==> src/rtl/conv_window_buffer.sv <==
// conv_window_buffer: raster-order pixel stream to KxK sliding windows.
// Optional macro CONV_WINDOW_POS_EN adds out_row/out_col window position ports.
`timescale 1ns/1ps

module conv_window_buffer #(
  parameter int BITWIDTH   = 4,
  parameter int K          = 5,
  parameter int IMG_WIDTH  = 8,
  parameter int IMG_HEIGHT = 8
) (
  input  logic                                clk,
  input  logic                                rst_n,
  input  logic                                in_valid,
  output logic                                in_ready,
  input  logic [BITWIDTH-1:0]                 in_pixel,
  input  logic                                in_sof,
  output logic [K-1:0][K-1:0][BITWIDTH-1:0]   map_block,
  output logic                                out_valid,
  input  logic                                out_ready,
  output logic                                frame_done
`ifdef CONV_WINDOW_POS_EN
  ,
  output logic [$clog2(IMG_HEIGHT)-1:0]       out_row,
  output logic [$clog2(IMG_WIDTH)-1:0]        out_col
`endif
);

  localparam int RW = $clog2(IMG_HEIGHT);
  localparam int CW = $clog2(IMG_WIDTH);

  localparam logic [RW-1:0] ROW_LAST = RW'(IMG_HEIGHT - 1);
  localparam logic [CW-1:0] COL_LAST = CW'(IMG_WIDTH - 1);
  localparam logic [RW-1:0] ROW_MIN  = RW'(K - 1);
  localparam logic [CW-1:0] COL_MIN  = CW'(K - 1);

  typedef logic [BITWIDTH-1:0] px_t;
  typedef logic [K-2:0][IMG_WIDTH-1:0][BITWIDTH-1:0] lb_t;
  typedef logic [K-1:0][K-1:0][BITWIDTH-1:0] win_t;

  // position counters
  logic [RW-1:0] row_q;
  logic [RW-1:0] row_d;
  logic [CW-1:0] col_q;
  logic [CW-1:0] col_d;

  // position of the pixel being accepted
  logic [RW-1:0] cur_row;
  logic [CW-1:0] cur_col;

  logic          accept;
  logic          produce;
  logic          row_end;
  logic          col_end;

  // line buffers and window
  lb_t           lb_q;
  lb_t           lb_d;
  win_t          win_q;
  win_t          win_d;

  logic [K-2:0][BITWIDTH-1:0] lb_rd;
  logic [K-1:0][BITWIDTH-1:0] new_col;

  // output control
  logic          out_valid_q;
  logic          out_valid_d;
  logic          frame_done_q;
  logic          frame_done_d;

`ifdef CONV_WINDOW_POS_EN
  logic [RW-1:0] out_row_q;
  logic [RW-1:0] out_row_d;
  logic [CW-1:0] out_col_q;
  logic [CW-1:0] out_col_d;
`endif

  // Handshake: a held window blocks input until it is taken.
  always_comb begin
    in_ready = ~out_valid_q | out_ready;
    accept   = in_valid & in_ready;
  end

  // SOF forces the accepted pixel to (0,0) whatever the counters say.
  always_comb begin
    cur_row = row_q;
    cur_col = col_q;
    if (in_sof) begin
      cur_row = '0;
      cur_col = '0;
    end
  end

  // Edge detection and window-producing condition.
  always_comb begin
    row_end = (cur_row == ROW_LAST);
    col_end = (cur_col == COL_LAST);
    produce = accept
            & (cur_row >= ROW_MIN)
            & (cur_col >= COL_MIN);
  end

  // Raster counters with end-of-frame pulse.
  always_comb begin
    row_d        = row_q;
    col_d        = col_q;
    frame_done_d = 1'b0;
    if (accept) begin
      if (col_end) begin
        col_d = '0;
        if (row_end) begin
          row_d        = '0;
          frame_done_d = 1'b1;
        end else begin
          row_d = cur_row + RW'(1);
        end
      end else begin
        col_d = cur_col + CW'(1);
        row_d = cur_row;
      end
    end
  end

  // Line buffer column read (oldest row first).
  always_comb begin
    lb_rd = '0;
    for (int i = 0; i < K - 1; i++) begin
      lb_rd[i] = lb_q[i][cur_col];
    end
  end

  // Line buffer column shift-up with the new pixel as newest row.
  always_comb begin
    lb_d = lb_q;
    if (accept) begin
      for (int i = 0; i < K - 2; i++) begin
        lb_d[i][cur_col] = lb_q[i+1][cur_col];
      end
      lb_d[K-2][cur_col] = in_pixel;
    end
  end

  // New right-hand window column: stored rows above, live pixel below.
  always_comb begin
    new_col = '0;
    for (int i = 0; i < K - 1; i++) begin
      new_col[i] = lb_rd[i];
    end
    new_col[K-1] = in_pixel;
  end

  // Window slides left by one column on each accepted pixel.
  always_comb begin
    win_d = win_q;
    if (accept) begin
      for (int i = 0; i < K; i++) begin
        for (int j = 0; j < K - 1; j++) begin
          win_d[i][j] = win_q[i][j+1];
        end
        win_d[i][K-1] = new_col[i];
      end
    end
  end

  // Valid is set by a producing accept, held while downstream stalls.
  always_comb begin
    out_valid_d = produce | (out_valid_q & ~out_ready);
  end

`ifdef CONV_WINDOW_POS_EN
  // Top-left position of the window being produced.
  always_comb begin
    out_row_d = out_row_q;
    out_col_d = out_col_q;
    if (produce) begin
      out_row_d = cur_row - ROW_MIN;
      out_col_d = cur_col - COL_MIN;
    end
  end
`endif

  // Control state registers.
  always_ff @(posedge clk or negedge rst_n) begin
    if (!rst_n) begin
      row_q        <= '0;
      col_q        <= '0;
      out_valid_q  <= 1'b0;
      frame_done_q <= 1'b0;
    end else begin
      row_q        <= row_d;
      col_q        <= col_d;
      out_valid_q  <= out_valid_d;
      frame_done_q <= frame_done_d;
    end
  end

  // Window and line buffer storage.
  always_ff @(posedge clk or negedge rst_n) begin
    if (!rst_n) begin
      win_q <= '0;
      lb_q  <= '0;
    end else begin
      win_q <= win_d;
      lb_q  <= lb_d;
    end
  end

`ifdef CONV_WINDOW_POS_EN
  // Window position registers.
  always_ff @(posedge clk or negedge rst_n) begin
    if (!rst_n) begin
      out_row_q <= '0;
      out_col_q <= '0;
    end else begin
      out_row_q <= out_row_d;
      out_col_q <= out_col_d;
    end
  end
`endif

  // Output mapping.
  always_comb begin
    map_block  = win_q;
    out_valid  = out_valid_q;
    frame_done = frame_done_q;
`ifdef CONV_WINDOW_POS_EN
    out_row    = out_row_q;
    out_col    = out_col_q;
`endif
  end

endmodule

==> config.mk <==
export PLATFORM = sky130hd
export DESIGN_NAME = conv_window_buffer
export DESIGN_NICKNAME = d
export VERILOG_FILES = /design/src/rtl/conv_window_buffer.sv
export SDC_FILE = /design/constraint.sdc
export NUM_CORES = 1
export LEC_CHECK = 0
export ABC_AREA = 1
export CORE_ASPECT_RATIO = 1.5
export CORE_MARGIN = 2
export CORE_UTILIZATION = 30
export DETAILED_ROUTE_END_ITERATION = 10
export GPL_ROUTABILITY_DRIVEN = 0
export PLACE_DENSITY_LB_ADDON = 0.05
export RECOVER_POWER = 100
export SLEW_MARGIN = 15
export SYNTH_ARGS = -nofsm -noshare
export SYNTH_HDL_FRONTEND = slang
export SYNTH_SLANG_ARGS = --single-unit
==> constraint.sdc <==
create_clock -name clk -period 1.8 [get_ports clk]
set_input_delay 0.36 -clock clk [delete_from_list [all_inputs] [get_ports clk]]
set_output_delay 0.36 -clock clk [all_outputs]
set_load 0.005 [all_outputs]
==> results of run 1 <==
[through the flow]
stage	setup slack (ns)	power (uW)	setup TNS, ns	cells
3_3_place_gp	-0.290	13300	-31.42	1978
4_1_cts	0.0000540	19500	0	2063
2_1_floorplan	0.279	10700	0	1393
6_report	0.0277	19000	0	2067
3_5_place_dp	-0.317	13300	-33.09	1978
5_1_grt	-0.0105	20400	-0.0105	2066
[cell type report]
type                       instances  area [um^2]
tap                              473          592
clock buffer                      34          729
fill                            3749        21300
sequential                       236         5910
multi-input combinational        987         4010
clock inverter                    12          220
timing repair buffer             231         2130
inverter                          93          350
antenna                            1         2.50
[path summary, 6_finish.rpt]
check | startpoint | to | depth (start not counted)
max in group asynchronous | rst_n | lb_q[90]$_DFFE_PN0P_ | 3
min in group clk | map_block[40]$_DFFE_PN0P_ | map_block[40]$_DFFE_PN0P_ | 2
hold reg to reg | map_block[40]$_DFFE_PN0P_ | map_block[40]$_DFFE_PN0P_ | 2
hold / removal | rst_n | map_block[80]$_DFFE_PN0P_ | 2
setup / recovery | map_block[66]$_DFFE_PN0P_ | map_block[66] | 1
setup reg to reg | col_q[0]$_DFFE_PN0P_ | lb_q[0]$_DFFE_PN0P_ | 8
[cells in the final DEF (no fill, tap or decap), drive strengths merged, types with 2 or more instances in the layout]
master         Yosys  routed
buf               65      96
bufinv             0       6
clkbuf            12      58
clkdlybuf4s25      0      31
clkdlybuf4s50      0      26
clkinv             1       6
dfrtp            236     236
dlygate4sd2        0      53
ha                 3       3
inv               92      92
nand2            818     818
nand3             96      96
nor2              15      15
o21ai             50      50
o31ai              2       2
[logic make-up (layout without fill, tap and decap cells)]
group	Yosys count	after routing
AO/OA/AOI/OAI	55	55
flip-flops	236	236
adder cells (fa/ha/maj)	3	3
AND/OR/NAND/NOR	929	929
buffers and inverters	170	370
other	0	1
[routing by layer]
layer | GRT usage | up-vias
met5 | 0 | -
met4 | 0.0546 | 0
met3 | 0.0219 | 42
met2 | 0.319 | 178
met1 | 0.235 | 4312
li1 | - | 4598
[power by group through the flow]
stage	combinational [uW]	clock [uW]	sequential, uW
2_1_floorplan	2880	0	7840
3_3_place_gp	5240	0	8010
3_5_place_dp	5260	0	8030
4_1_cts	5470	6170	7870
5_1_grt	5980	6350	8090
6_report	5190	5960	7850
[state kept, by name (all words and copies together), names as in the netlist]
register	cells
lb_q	128
col_q	3
map_block	100
frame_done	1
out_valid	1
row_q	3
[what timing repair did]
action                                  4_1_cts  5_1_grt
endpoints found under the setup margin       78       33
endpoints found under the hold margin        29        0
hold buffers                                  1        0
buffers inserted                             38        3
pin swaps                                     1        0
resized for setup                            54       31
==> results.sh, run 1 <==
export IMPL_antenna_found_initial=0
export IMPL_max_freq_mhz=564
export IMPL_vias=9130
export IMPL_fin_crit_sh=0.985
export IMPL_vdd_drop_max_mv=0.612
export IMPL_outcome="completed"
export IMPL_synth_most_common_cell="nand2_1"
export IMPL_seq_power_share=0.413
export IMPL_synthXorXnorAreaFrac=0
export IMPL_synth_seq_area_share=0.549
export IMPL_reg2reg_setup_slack_ns=0.14
export IMPL_cts_sinks=236
export IMPL_power_leakage_uw=0.00769
export IMPL_yosysTopAreaCell="dfrtp_1"
export IMPL_dpl_instance_area_um2=12900
export IMPL_swShare=0.316
export IMPL_synth_edf_count=0
export IMPL_synth_distinct_cells=23
export IMPL_synth_top_area_share=0.549
export IMPL_finClkSkew_ns=0.0187
export IMPL_drtPass1Iterations=5
export IMPL_met3_length_um=1440
export IMPL_die_w_um=159
export IMPL_grt_max_degree=53
export IMPL_synth_top_family_by_area="simple AND/OR/NAND/NOR gates"
export IMPL_hold_viol_final=0
export IMPL_avgSynthCellArea_um2=7.72
export IMPL_drc_errors=0
export IMPL_relSlewSlack=0.454
export IMPL_slew_violations=0
export IMPL_cp_start_kind="flip-flop"
export IMPL_worstSetupEndpointType="primary output"
export IMPL_netlist_top_cells_area="dfrtp_1 (55%), nand2_1 (28%), nand3_1 (4.5%)"
export IMPL_combPwrFrac=0.273
export IMPL_syn_area_um2=10800
export IMPL_cts_tree="yes"
export IMPL_power_share_clock=0.314
export IMPL_ys_warn_count=0
export IMPL_synth_cells=1393
export IMPL_insertion_delay_ns=0.55
export IMPL_hp_class="input pin to asynchronous set/reset pin"
export IMPL_wl_um=33500
export IMPL_synth_adder_area_share=0.00349
export IMPL_cts_clk_slew_worst_paths_ns=0.06
export IMPL_grt_pass1_wl_um=53200
export IMPL_wl_met2_um=16600
export IMPL_drive_gt1_frac=0.114
export IMPL_worstPathMaxFanout=2
export IMPL_syn_nets=1405
export IMPL_die_area_um2=37400
export IMPL_fin_util=0.396
export IMPL_grt_usage=0.183
export IMPL_worstPathRequired_ns=1.44
export IMPL_ctsHtreeMaxLevel=1
export IMPL_grt_remaining_overflow=0
export IMPL_critPathTopFamily="buffers and inverters"
export IMPL_design_area_um2=13900
export IMPL_setup_viol=0
export IMPL_rows=84
export IMPL_critical_path_max_stage_delay_ns=0.52
export IMPL_critPathKind="flip-flop to primary output"
export IMPL_dp_hpwl_um=21300
export IMPL_synth_area_mux_share=0
export IMPL_drtIter0Drc=482
export IMPL_internal_power_uw=13000
export IMPL_ys_top_cells_by_count="nand2_1 (802), dfrtp_1 (236), nand3_1 (96)"
export IMPL_cts_buffer_depth=3
export IMPL_wl_met1_um=14600
export IMPL_vias_per_cell=4.42
export IMPL_port_buffers=111
export IMPL_start_util=0.305
export IMPL_cts_made_buffers=25
export IMPL_grt_pass1_vias=9148
export IMPL_coreArea_um2=35200
export IMPL_wire_per_inst_um=16.2
export IMPL_hold_ws_ns=0.279
export IMPL_io_pins=112
export IMPL_switching_power_uw=6010
export IMPL_critPathSlowestCell="clkdlybuf4s50_1"
export IMPL_worst_slew_pin_slew_ns=0.819
export IMPL_period_needed_ns=1.77
export IMPL_synthSimpleGateAreaFrac=0.347
export IMPL_drv_cap=0
export IMPL_areaGrowthSynthToFinish_pct=29.7
export IMPL_synth_compound_area_frac=0.0265
export IMPL_synth_main_ff_cell="dfrtp_1"
export IMPL_root_buffer="clkbuf_16"
export IMPL_top_layer_used="met4"
export IMPL_arrival_ns=1.41
export IMPL_crit_buf_inv=1
export IMPL_ant_nets=0
export IMPL_ys_seq_elements=236
export IMPL_nets=1586
export IMPL_die_h_um=236
export IMPL_crit_chain="clkdlybuf4s50_1"
export IMPL_power_density_nw_per_um2=1360
export IMPL_async_flop_share=1.00
Note: power is estimated with default switching activity, not from simulation.
==> run 2: changes to the inputs <==
- GPL_ROUTABILITY_DRIVEN: 0 -> unset
==> results of run 2 <==
Same layout as run 1: the final DEF is identical, and so are final timing and power.
